File: config.mk
export PLATFORM = sky130hd
export DESIGN_NAME = axil_cmd_master_flat
export DESIGN_NICKNAME = d
export VERILOG_FILES = /design/src/rtl/axil_pkg.sv /design/src/rtl/axil_cmd_master_if.sv /design/src/rtl/axil_cmd_master.sv /design/src/flat_wrapper.sv
export SDC_FILE = /design/constraint.sdc
export NUM_CORES = 1
export LEC_CHECK = 0
export ABC_AREA = 1
export BUFFER_PORTS_ARGS = -buffer_cell sky130_fd_sc_hd__buf_4
export CORE_MARGIN = 1.5
export CORE_UTILIZATION = 45
export CTS_BUF_LIST = sky130_fd_sc_hd__clkbuf_8
export CTS_CLUSTER_SIZE = 28
export DETAILED_ROUTE_END_ITERATION = 7
export GPL_TIMING_DRIVEN = 0
export PLACE_DENSITY = 0.76
export SYNTH_ARGS = -nofsm -noshare
export SYNTH_HDL_FRONTEND = slang
export SYNTH_SLANG_ARGS = --single-unit
File: constraint.sdc
create_clock -name m_axi_aclk -period 2.3 [get_ports m_axi_aclk]
set_clock_uncertainty 0.1 [all_clocks]
set_input_delay 0.23 -clock m_axi_aclk [delete_from_list [all_inputs] [get_ports m_axi_aclk]]
set_output_delay 0.23 -clock m_axi_aclk [all_outputs]
set_load 0.05 [all_outputs]
File: src/rtl/axil_pkg.sv
// Shared definitions for the AXI4-Lite command master.
// Contents:
//   state_t    - command master FSM states
//   RESP_*     - AXI response codes carried on BRESP/RRESP
//   PROT_NONE  - fixed AxPROT value (unprivileged, secure, data)
//   sat_inc16  - 16-bit increment that sticks at all-ones
package axil_pkg;

  typedef enum logic [2:0] {
    IDLE    = 3'd0,
    WR_REQ  = 3'd1,
    WR_RESP = 3'd2,
    RD_REQ  = 3'd3,
    RD_RESP = 3'd4,
    RSP     = 3'd5
  } state_t;

  localparam logic [1:0] RESP_OKAY   = 2'b00;
  localparam logic [1:0] RESP_EXOKAY = 2'b01;
  localparam logic [1:0] RESP_SLVERR = 2'b10;
  localparam logic [1:0] RESP_DECERR = 2'b11;

  localparam logic [2:0] PROT_NONE = 3'b000;

  function automatic logic [15:0] sat_inc16(input logic [15:0] value);
    return (value == 16'hFFFF) ? value : value + 16'd1;
  endfunction

endpackage

File: src/rtl/axil_cmd_master_if.sv
// AXI4-Lite bus bundle between the command master and a slave.
// Parameters: ADDR_WIDTH, DATA_WIDTH (strobe is DATA_WIDTH/8).
// Modports:
//   master - drives AW/W/AR payload+valid, B/R ready
//   slave  - drives AW/W/AR ready, B/R payload+valid
interface axil_cmd_master_if #(
  parameter int ADDR_WIDTH = 32,
  parameter int DATA_WIDTH = 32
) ();

  logic [ADDR_WIDTH-1:0]   m_axi_awaddr;
  logic [2:0]              m_axi_awprot;
  logic                    m_axi_awvalid;
  logic                    m_axi_awready;
  logic [DATA_WIDTH-1:0]   m_axi_wdata;
  logic [DATA_WIDTH/8-1:0] m_axi_wstrb;
  logic                    m_axi_wvalid;
  logic                    m_axi_wready;
  logic [1:0]              m_axi_bresp;
  logic                    m_axi_bvalid;
  logic                    m_axi_bready;
  logic [ADDR_WIDTH-1:0]   m_axi_araddr;
  logic [2:0]              m_axi_arprot;
  logic                    m_axi_arvalid;
  logic                    m_axi_arready;
  logic [DATA_WIDTH-1:0]   m_axi_rdata;
  logic [1:0]              m_axi_rresp;
  logic                    m_axi_rvalid;
  logic                    m_axi_rready;

  modport master (
    output m_axi_awaddr, m_axi_awprot, m_axi_awvalid,
    input  m_axi_awready,
    output m_axi_wdata, m_axi_wstrb, m_axi_wvalid,
    input  m_axi_wready,
    input  m_axi_bresp, m_axi_bvalid,
    output m_axi_bready,
    output m_axi_araddr, m_axi_arprot, m_axi_arvalid,
    input  m_axi_arready,
    input  m_axi_rdata, m_axi_rresp, m_axi_rvalid,
    output m_axi_rready
  );

  modport slave (
    input  m_axi_awaddr, m_axi_awprot, m_axi_awvalid,
    output m_axi_awready,
    input  m_axi_wdata, m_axi_wstrb, m_axi_wvalid,
    output m_axi_wready,
    output m_axi_bresp, m_axi_bvalid,
    input  m_axi_bready,
    input  m_axi_araddr, m_axi_arprot, m_axi_arvalid,
    output m_axi_arready,
    output m_axi_rdata, m_axi_rresp, m_axi_rvalid,
    input  m_axi_rready
  );

endinterface

File: src/rtl/axil_cmd_master.sv
// Single-outstanding AXI4-Lite master driven by a simple command/response
// handshake. One command is accepted in IDLE, turned into an AXI write
// (AW+W, then B) or read (AR, then R), and the result is held on rsp_*
// until taken. All AXI outputs are registered.
// Ports:
//   m_axi_aclk, m_axi_aresetn - clock, async active-low reset
//   cmd_*      - command in (valid/ready, we, addr, wdata, wstrb)
//   rsp_*      - response out (valid/ready, we echo, rdata, resp)
//   err_count  - saturating count of non-OKAY responses
//   m_axi      - AXI4-Lite master bus (axil_cmd_master_if.master)
module axil_cmd_master
  import axil_pkg::*;
#(
  parameter int C_M_AXI_ADDR_WIDTH = 32,
  parameter int C_M_AXI_DATA_WIDTH = 32
) (
  input  logic                            m_axi_aclk,
  input  logic                            m_axi_aresetn,
  input  logic                            cmd_valid,
  output logic                            cmd_ready,
  input  logic                            cmd_we,
  input  logic [C_M_AXI_ADDR_WIDTH-1:0]   cmd_addr,
  input  logic [C_M_AXI_DATA_WIDTH-1:0]   cmd_wdata,
  input  logic [C_M_AXI_DATA_WIDTH/8-1:0] cmd_wstrb,
  output logic                            rsp_valid,
  input  logic                            rsp_ready,
  output logic                            rsp_we,
  output logic [C_M_AXI_DATA_WIDTH-1:0]   rsp_rdata,
  output logic [1:0]                      rsp_resp,
  output logic [15:0]                     err_count,
  axil_cmd_master_if.master               m_axi
);

  localparam int STRB_W = C_M_AXI_DATA_WIDTH / 8;

  state_t                          state_q, state_d;
  logic                            cmd_ready_q, cmd_ready_d;
  logic                            awvalid_q, awvalid_d;
  logic                            wvalid_q, wvalid_d;
  logic                            bready_q, bready_d;
  logic                            arvalid_q, arvalid_d;
  logic                            rready_q, rready_d;
  logic                            rsp_valid_q, rsp_valid_d;
  logic                            we_q, we_d;
  logic [C_M_AXI_ADDR_WIDTH-1:0]   addr_q, addr_d;
  logic [C_M_AXI_DATA_WIDTH-1:0]   wdata_q, wdata_d;
  logic [STRB_W-1:0]               wstrb_q, wstrb_d;
  logic [C_M_AXI_DATA_WIDTH-1:0]   rdata_q, rdata_d;
  logic [1:0]                      resp_q, resp_d;
  logic [15:0]                     err_q, err_d;
  logic                            aw_done, w_done;

  always_ff @(posedge m_axi_aclk or negedge m_axi_aresetn) begin
    if (!m_axi_aresetn) begin
      state_q     <= IDLE;
      cmd_ready_q <= 1'b0;
      awvalid_q   <= 1'b0;
      wvalid_q    <= 1'b0;
      bready_q    <= 1'b0;
      arvalid_q   <= 1'b0;
      rready_q    <= 1'b0;
      rsp_valid_q <= 1'b0;
      we_q        <= 1'b0;
      addr_q      <= '0;
      wdata_q     <= '0;
      wstrb_q     <= '0;
      rdata_q     <= '0;
      resp_q      <= RESP_OKAY;
      err_q       <= '0;
    end else begin
      state_q     <= state_d;
      cmd_ready_q <= cmd_ready_d;
      awvalid_q   <= awvalid_d;
      wvalid_q    <= wvalid_d;
      bready_q    <= bready_d;
      arvalid_q   <= arvalid_d;
      rready_q    <= rready_d;
      rsp_valid_q <= rsp_valid_d;
      we_q        <= we_d;
      addr_q      <= addr_d;
      wdata_q     <= wdata_d;
      wstrb_q     <= wstrb_d;
      rdata_q     <= rdata_d;
      resp_q      <= resp_d;
      err_q       <= err_d;
    end
  end

  always_comb begin
    state_d     = state_q;
    awvalid_d   = awvalid_q;
    wvalid_d    = wvalid_q;
    bready_d    = bready_q;
    arvalid_d   = arvalid_q;
    rready_d    = rready_q;
    rsp_valid_d = rsp_valid_q;
    we_d        = we_q;
    addr_d      = addr_q;
    wdata_d     = wdata_q;
    wstrb_d     = wstrb_q;
    rdata_d     = rdata_q;
    resp_d      = resp_q;
    err_d       = err_q;
    // A channel counts as done once its valid is gone or is handshaking now.
    aw_done     = !awvalid_q || m_axi.m_axi_awready;
    w_done      = !wvalid_q || m_axi.m_axi_wready;

    case (state_q)
      IDLE: begin
        if (cmd_valid && cmd_ready_q) begin
          we_d    = cmd_we;
          addr_d  = cmd_addr;
          wdata_d = cmd_wdata;
          wstrb_d = cmd_wstrb;
          if (cmd_we) begin
            state_d   = WR_REQ;
            awvalid_d = 1'b1;
            wvalid_d  = 1'b1;
          end else begin
            state_d   = RD_REQ;
            arvalid_d = 1'b1;
          end
        end
      end
      WR_REQ: begin
        if (awvalid_q && m_axi.m_axi_awready) awvalid_d = 1'b0;
        if (wvalid_q && m_axi.m_axi_wready)   wvalid_d  = 1'b0;
        if (aw_done && w_done) begin
          state_d  = WR_RESP;
          bready_d = 1'b1;
        end
      end
      WR_RESP: begin
        if (m_axi.m_axi_bvalid && bready_q) begin
          bready_d    = 1'b0;
          rdata_d     = '0;
          resp_d      = m_axi.m_axi_bresp;
          if (m_axi.m_axi_bresp != RESP_OKAY) err_d = sat_inc16(err_q);
          rsp_valid_d = 1'b1;
          state_d     = RSP;
        end
      end
      RD_REQ: begin
        if (arvalid_q && m_axi.m_axi_arready) begin
          arvalid_d = 1'b0;
          rready_d  = 1'b1;
          state_d   = RD_RESP;
        end
      end
      RD_RESP: begin
        if (m_axi.m_axi_rvalid && rready_q) begin
          rready_d    = 1'b0;
          rdata_d     = m_axi.m_axi_rdata;
          resp_d      = m_axi.m_axi_rresp;
          if (m_axi.m_axi_rresp != RESP_OKAY) err_d = sat_inc16(err_q);
          rsp_valid_d = 1'b1;
          state_d     = RSP;
        end
      end
      RSP: begin
        if (rsp_ready) begin
          rsp_valid_d = 1'b0;
          state_d     = IDLE;
        end
      end
      default: state_d = IDLE;
    endcase

    // Registered so it stays low through reset and only rises once the
    // FSM is actually sitting in IDLE.
    cmd_ready_d = (state_d == IDLE);
  end

  assign cmd_ready = cmd_ready_q;
  assign rsp_valid = rsp_valid_q;
  assign rsp_we    = we_q;
  assign rsp_rdata = rdata_q;
  assign rsp_resp  = resp_q;
  assign err_count = err_q;

  assign m_axi.m_axi_awaddr  = addr_q;
  assign m_axi.m_axi_awprot  = PROT_NONE;
  assign m_axi.m_axi_awvalid = awvalid_q;
  assign m_axi.m_axi_wdata   = wdata_q;
  assign m_axi.m_axi_wstrb   = wstrb_q;
  assign m_axi.m_axi_wvalid  = wvalid_q;
  assign m_axi.m_axi_bready  = bready_q;
  assign m_axi.m_axi_araddr  = addr_q;
  assign m_axi.m_axi_arprot  = PROT_NONE;
  assign m_axi.m_axi_arvalid = arvalid_q;
  assign m_axi.m_axi_rready  = rready_q;

endmodule

File: src/flat_wrapper.sv
// flat-port wrapper written by rule: the top's interface ports become plain ports
module axil_cmd_master_flat import axil_pkg::*;
#(
  parameter int C_M_AXI_ADDR_WIDTH = 32,
  parameter int C_M_AXI_DATA_WIDTH = 32
)
  (m_axi_aclk, m_axi_aresetn, cmd_valid, cmd_ready, cmd_we, cmd_addr, cmd_wdata, cmd_wstrb, rsp_valid, rsp_ready, rsp_we, rsp_rdata, rsp_resp, err_count, m_axi_m_axi_awaddr, m_axi_m_axi_awprot, m_axi_m_axi_awvalid, m_axi_m_axi_awready, m_axi_m_axi_wdata, m_axi_m_axi_wstrb, m_axi_m_axi_wvalid, m_axi_m_axi_wready, m_axi_m_axi_bresp, m_axi_m_axi_bvalid, m_axi_m_axi_bready, m_axi_m_axi_araddr, m_axi_m_axi_arprot, m_axi_m_axi_arvalid, m_axi_m_axi_arready, m_axi_m_axi_rdata, m_axi_m_axi_rresp, m_axi_m_axi_rvalid, m_axi_m_axi_rready);
  axil_cmd_master_if #(.ADDR_WIDTH(32), .DATA_WIDTH(32)) m_axi_i ();
  input  logic m_axi_aclk;
  input  logic m_axi_aresetn;
  input  logic cmd_valid;
  output logic cmd_ready;
  input  logic cmd_we;
  input  logic [C_M_AXI_ADDR_WIDTH-1:0] cmd_addr;
  input  logic [C_M_AXI_DATA_WIDTH-1:0] cmd_wdata;
  input  logic [C_M_AXI_DATA_WIDTH/8-1:0] cmd_wstrb;
  output logic rsp_valid;
  input  logic rsp_ready;
  output logic rsp_we;
  output logic [C_M_AXI_DATA_WIDTH-1:0] rsp_rdata;
  output logic [1:0] rsp_resp;
  output logic [15:0] err_count;
  output wire logic [$bits(m_axi_i.m_axi_awaddr)-1:0] m_axi_m_axi_awaddr;
  output wire logic [$bits(m_axi_i.m_axi_awprot)-1:0] m_axi_m_axi_awprot;
  output wire logic [$bits(m_axi_i.m_axi_awvalid)-1:0] m_axi_m_axi_awvalid;
  input wire logic [$bits(m_axi_i.m_axi_awready)-1:0] m_axi_m_axi_awready;
  output wire logic [$bits(m_axi_i.m_axi_wdata)-1:0] m_axi_m_axi_wdata;
  output wire logic [$bits(m_axi_i.m_axi_wstrb)-1:0] m_axi_m_axi_wstrb;
  output wire logic [$bits(m_axi_i.m_axi_wvalid)-1:0] m_axi_m_axi_wvalid;
  input wire logic [$bits(m_axi_i.m_axi_wready)-1:0] m_axi_m_axi_wready;
  input wire logic [$bits(m_axi_i.m_axi_bresp)-1:0] m_axi_m_axi_bresp;
  input wire logic [$bits(m_axi_i.m_axi_bvalid)-1:0] m_axi_m_axi_bvalid;
  output wire logic [$bits(m_axi_i.m_axi_bready)-1:0] m_axi_m_axi_bready;
  output wire logic [$bits(m_axi_i.m_axi_araddr)-1:0] m_axi_m_axi_araddr;
  output wire logic [$bits(m_axi_i.m_axi_arprot)-1:0] m_axi_m_axi_arprot;
  output wire logic [$bits(m_axi_i.m_axi_arvalid)-1:0] m_axi_m_axi_arvalid;
  input wire logic [$bits(m_axi_i.m_axi_arready)-1:0] m_axi_m_axi_arready;
  input wire logic [$bits(m_axi_i.m_axi_rdata)-1:0] m_axi_m_axi_rdata;
  input wire logic [$bits(m_axi_i.m_axi_rresp)-1:0] m_axi_m_axi_rresp;
  input wire logic [$bits(m_axi_i.m_axi_rvalid)-1:0] m_axi_m_axi_rvalid;
  output wire logic [$bits(m_axi_i.m_axi_rready)-1:0] m_axi_m_axi_rready;
  assign m_axi_m_axi_awaddr = m_axi_i.m_axi_awaddr;
  assign m_axi_m_axi_awprot = m_axi_i.m_axi_awprot;
  assign m_axi_m_axi_awvalid = m_axi_i.m_axi_awvalid;
  assign m_axi_i.m_axi_awready = m_axi_m_axi_awready;
  assign m_axi_m_axi_wdata = m_axi_i.m_axi_wdata;
  assign m_axi_m_axi_wstrb = m_axi_i.m_axi_wstrb;
  assign m_axi_m_axi_wvalid = m_axi_i.m_axi_wvalid;
  assign m_axi_i.m_axi_wready = m_axi_m_axi_wready;
  assign m_axi_i.m_axi_bresp = m_axi_m_axi_bresp;
  assign m_axi_i.m_axi_bvalid = m_axi_m_axi_bvalid;
  assign m_axi_m_axi_bready = m_axi_i.m_axi_bready;
  assign m_axi_m_axi_araddr = m_axi_i.m_axi_araddr;
  assign m_axi_m_axi_arprot = m_axi_i.m_axi_arprot;
  assign m_axi_m_axi_arvalid = m_axi_i.m_axi_arvalid;
  assign m_axi_i.m_axi_arready = m_axi_m_axi_arready;
  assign m_axi_i.m_axi_rdata = m_axi_m_axi_rdata;
  assign m_axi_i.m_axi_rresp = m_axi_m_axi_rresp;
  assign m_axi_i.m_axi_rvalid = m_axi_m_axi_rvalid;
  assign m_axi_m_axi_rready = m_axi_i.m_axi_rready;
  axil_cmd_master #(.C_M_AXI_ADDR_WIDTH(C_M_AXI_ADDR_WIDTH), .C_M_AXI_DATA_WIDTH(C_M_AXI_DATA_WIDTH)) u_core (.m_axi_aclk(m_axi_aclk), .m_axi_aresetn(m_axi_aresetn), .cmd_valid(cmd_valid), .cmd_ready(cmd_ready), .cmd_we(cmd_we), .cmd_addr(cmd_addr), .cmd_wdata(cmd_wdata), .cmd_wstrb(cmd_wstrb), .rsp_valid(rsp_valid), .rsp_ready(rsp_ready), .rsp_we(rsp_we), .rsp_rdata(rsp_rdata), .rsp_resp(rsp_resp), .err_count(err_count), .m_axi(m_axi_i));
endmodule
==> impl_metrics.env <==
export IMPL_cts_tree="done"
export IMPL_antenna_found_initial=0
export IMPL_synth_area_top_cells="dfrtp_1 (55%), nand2_1 (22%), buf_4 (5.4%)"
export IMPL_nets=1245
export IMPL_wl_per_cell_um=14.2
export IMPL_yosys_area_top_type="dfrtp_1"
export IMPL_postSynthCellCount=725
export IMPL_via_per_inst=4.60
export IMPL_grt_pass1_vias=6075
export IMPL_crit_path_frequent_cell="nand2_1"
export IMPL_cts_buffers=17
export IMPL_power_density_mw_per_mm2=1380
export IMPL_ir_drop_v=0.00107
export IMPL_grt_max_degree=86
export IMPL_start_util_pct=46.2
export IMPL_grt_usage_pct=28.0
export IMPL_grt_setup_unrepaired="false"
export IMPL_fin_util_pct=75.8
export IMPL_layout_drive_gt1_share_pct=31.7
export IMPL_tightest_slew_ns=0.522
export IMPL_synth_most_common_cell="nand2_1"
export IMPL_yosysWarnings=0
export IMPL_rows=41
export IMPL_min_period_ns=2.05
export IMPL_yosysUniqueCellTypes=27
export IMPL_ctsResizeCount=0
export IMPL_cpPeakStageDelay_ns=0.54
export IMPL_whs_ns=0.0348
export IMPL_crit_type="flop to flop"
export IMPL_finalHoldViolCount=0
export IMPL_placed_area_mm2=0.00815
export IMPL_worstRegToRegCells=7
export IMPL_end_kind="flop"
export IMPL_ant_nets=0
export IMPL_critPathMaxFanout=10
export IMPL_clkLatencyLatePin_ns=0.44
export IMPL_maxSlewHeadroom_pct=65.2
export IMPL_startpoint_type="flop"
export IMPL_path_clk_slew_ns=0.07
export IMPL_htreeDepth=4
export IMPL_status="complete, no violations"
export IMPL_synth_avg_cell_area_um2=8.07
export IMPL_hold_class="input pin to flop"
export IMPL_ys_seq_area_share_pct=55.2
export IMPL_wl_mm=18.7
export IMPL_cts_sinks=129
export IMPL_first_iter_violations=278
export IMPL_die_x_um=117
export IMPL_ctsLongestPathBuffers=2
export IMPL_drc_errors=0
export IMPL_vias=6048
export IMPL_synth_async_sr_flop_share_pct=100
export IMPL_area_delta_synth_final_pct=64.3
export IMPL_dpl_hpwl_mm=11.8
export IMPL_wl_met2_mm=9.82
export IMPL_fp_dieH_um=117
export IMPL_overflow=0
export IMPL_die_area_mm2=0.0137
export IMPL_cp_arrival_ns=2.33
export IMPL_port_buffers=271
export IMPL_yosysTopAreaCellShare_pct=55.2
export IMPL_root_buffer="clkbuf_8"
export IMPL_finalCritPeriodShare_pct=89.0
export IMPL_leakagePower_uw=0.00541
export IMPL_n_antenna_cell=0
export IMPL_synth_edff_count=0
export IMPL_m1WireLength_mm=7.18
export IMPL_synthFlopType="dfrtp_1"
export IMPL_hold_path_depth=5
export IMPL_io_pins=278
export IMPL_ys_ff_latch=129
export IMPL_synthTopCellsByCount="nand2_1 (349), dfrtp_1 (129), inv_1 (57)"
export IMPL_cp_cell_sequence="nor2_4 > nand2_1 > nor2_4 > buf_4 > nand2_1 > nand2_1 > dlygate4sd3_1"
export IMPL_firstDrtPassIters=5
export IMPL_gp_congestion=0.835
export IMPL_top_layer="met4"
export IMPL_stdcell_area_mm2=0.00961
export IMPL_core_mm2=0.0127
export IMPL_cp_required_ns=2.58
export IMPL_drv_slew=0
export IMPL_instances_no_fill=1314
export IMPL_wl_met3_mm=1.13
export IMPL_grt_pass1_wl_mm=29.3
export IMPL_critPathSlowestCell="dlygate4sd3_1"
export IMPL_syn_area_mm2=0.00585
export IMPL_setup_viol=0
export IMPL_dp_cells=1174
export IMPL_tns_ns=0
export IMPL_fmax_mhz=488
export IMPL_cap_viol_max_count=0
[state kept, by name, summed over array words and instances, names as in the netlist, 2 cells and up]
| register | flops |
|---|---|
| u_core.m_axi.m_axi_wdata | 32 |
| u_core.rsp_rdata | 32 |
| u_core.err_count | 16 |
| u_core.m_axi.m_axi_wstrb | 4 |
| u_core.m_axi.m_axi_araddr | 32 |
| u_core.state_q | 3 |
| u_core.rsp_resp | 2 |
[worst paths after layout]
| path | slack (ns) | to | from |
|---|---|---|---|
| worst max-delay path | 0.25 | u_core.m_axi.m_axi_wvalid | u_core.state_q[0] |
| worst min-delay path | 0.03 | u_core.rsp_resp[0] | m_axi_m_axi_rresp[0] |
| worst max register to register | 0.25 | u_core.m_axi.m_axi_wvalid | u_core.state_q[0] |
| worst min register to register | 0.38 | u_core.m_axi.m_axi_wdata[4] | u_core.m_axi.m_axi_wdata[4] |
| max in group asynchronous | 1.17 | u_core.m_axi.m_axi_wdata[15] | m_axi_aresetn |
| min in group asynchronous | 0.19 | u_core.err_count[10] | m_axi_aresetn |
[critical path, delay by kind of cell (launching register included)]
family | cells | cell delay (ns)
simple gates | 5 | 0.68
buf+inv | 2 | 0.74
flops | 1 | 0.47
[layout by cell type, fill, tap and decap left out, types with 2 or more instances in the layout]
cell and n:
buf_2 7, buf_4 314, buf_6 2, bufinv_16 2, clkbuf_1 12, clkbuf_8 20
clkinv_2 2, conb_1 6, dfrtp_1 129, dlygate4sd3_1 107, inv_1 63, inv_2 4
nand2_1 349, nand2_2 2, nand3_1 28, nand3b_1 2, nand4_1 7, nor2_1 28
nor2_4 3, nor3_1 2, o21ai_0 37, xnor2_1 3, xor2_1 3
[where the power goes]
group | switching (uW) | internal, uW | total (uW)
clock | 856 | 1020 | 1870
combinational | 5390 | 2400 | 7790
sequential | 592 | 3030 | 3620
total | 6840 | 6450 | 13300
[metal layers]
metal,track usage [%],up-vias
met5,0,-
met4,13.0,0
met3,8.03,47
met2,49.2,235
met1,31.7,2792
li1,-,2974
[final cells by class]
class                      instances  area (um^2)
tap                              172          215
buffer                            62          407
timing repair buffer             381         3150
sequential                       129         3230
inverter                          62          235
clock inverter                    11          100
fill                             838         3060
clock buffer                      20          275
multi-input combinational        477         2000
[cells by family after synthesis]
| family | synth area share (%) |
|---|---|
| other | 0.0641 |
| adders and majority gates | 0.214 |
| AOI/OAI and AO/OA | 3.51 |
| DFF | 55.2 |
| xor gates and xnor gates | 0.899 |
| buffers and inverters | 11.0 |
| and+or+nand+nor | 29.2 |
[per-stage QoR]
stage          setup WS, ns  total power, uW
2_1_floorplan         0.318             8840
4_1_cts              0.0975            13200
5_1_grt               0.121            14000
6_report              0.252            13300
3_5_place_dp          0.402            11200
3_3_place_gp          0.405            11100
[repair_timing]
item,4_1_cts,5_1_grt
endpoints found under the hold margin,151,0
setup endpoints to repair,0,1
buffers inserted,0,2
hold buffers,107,0
No activity file was read; power rests on OpenSTA's default activity.
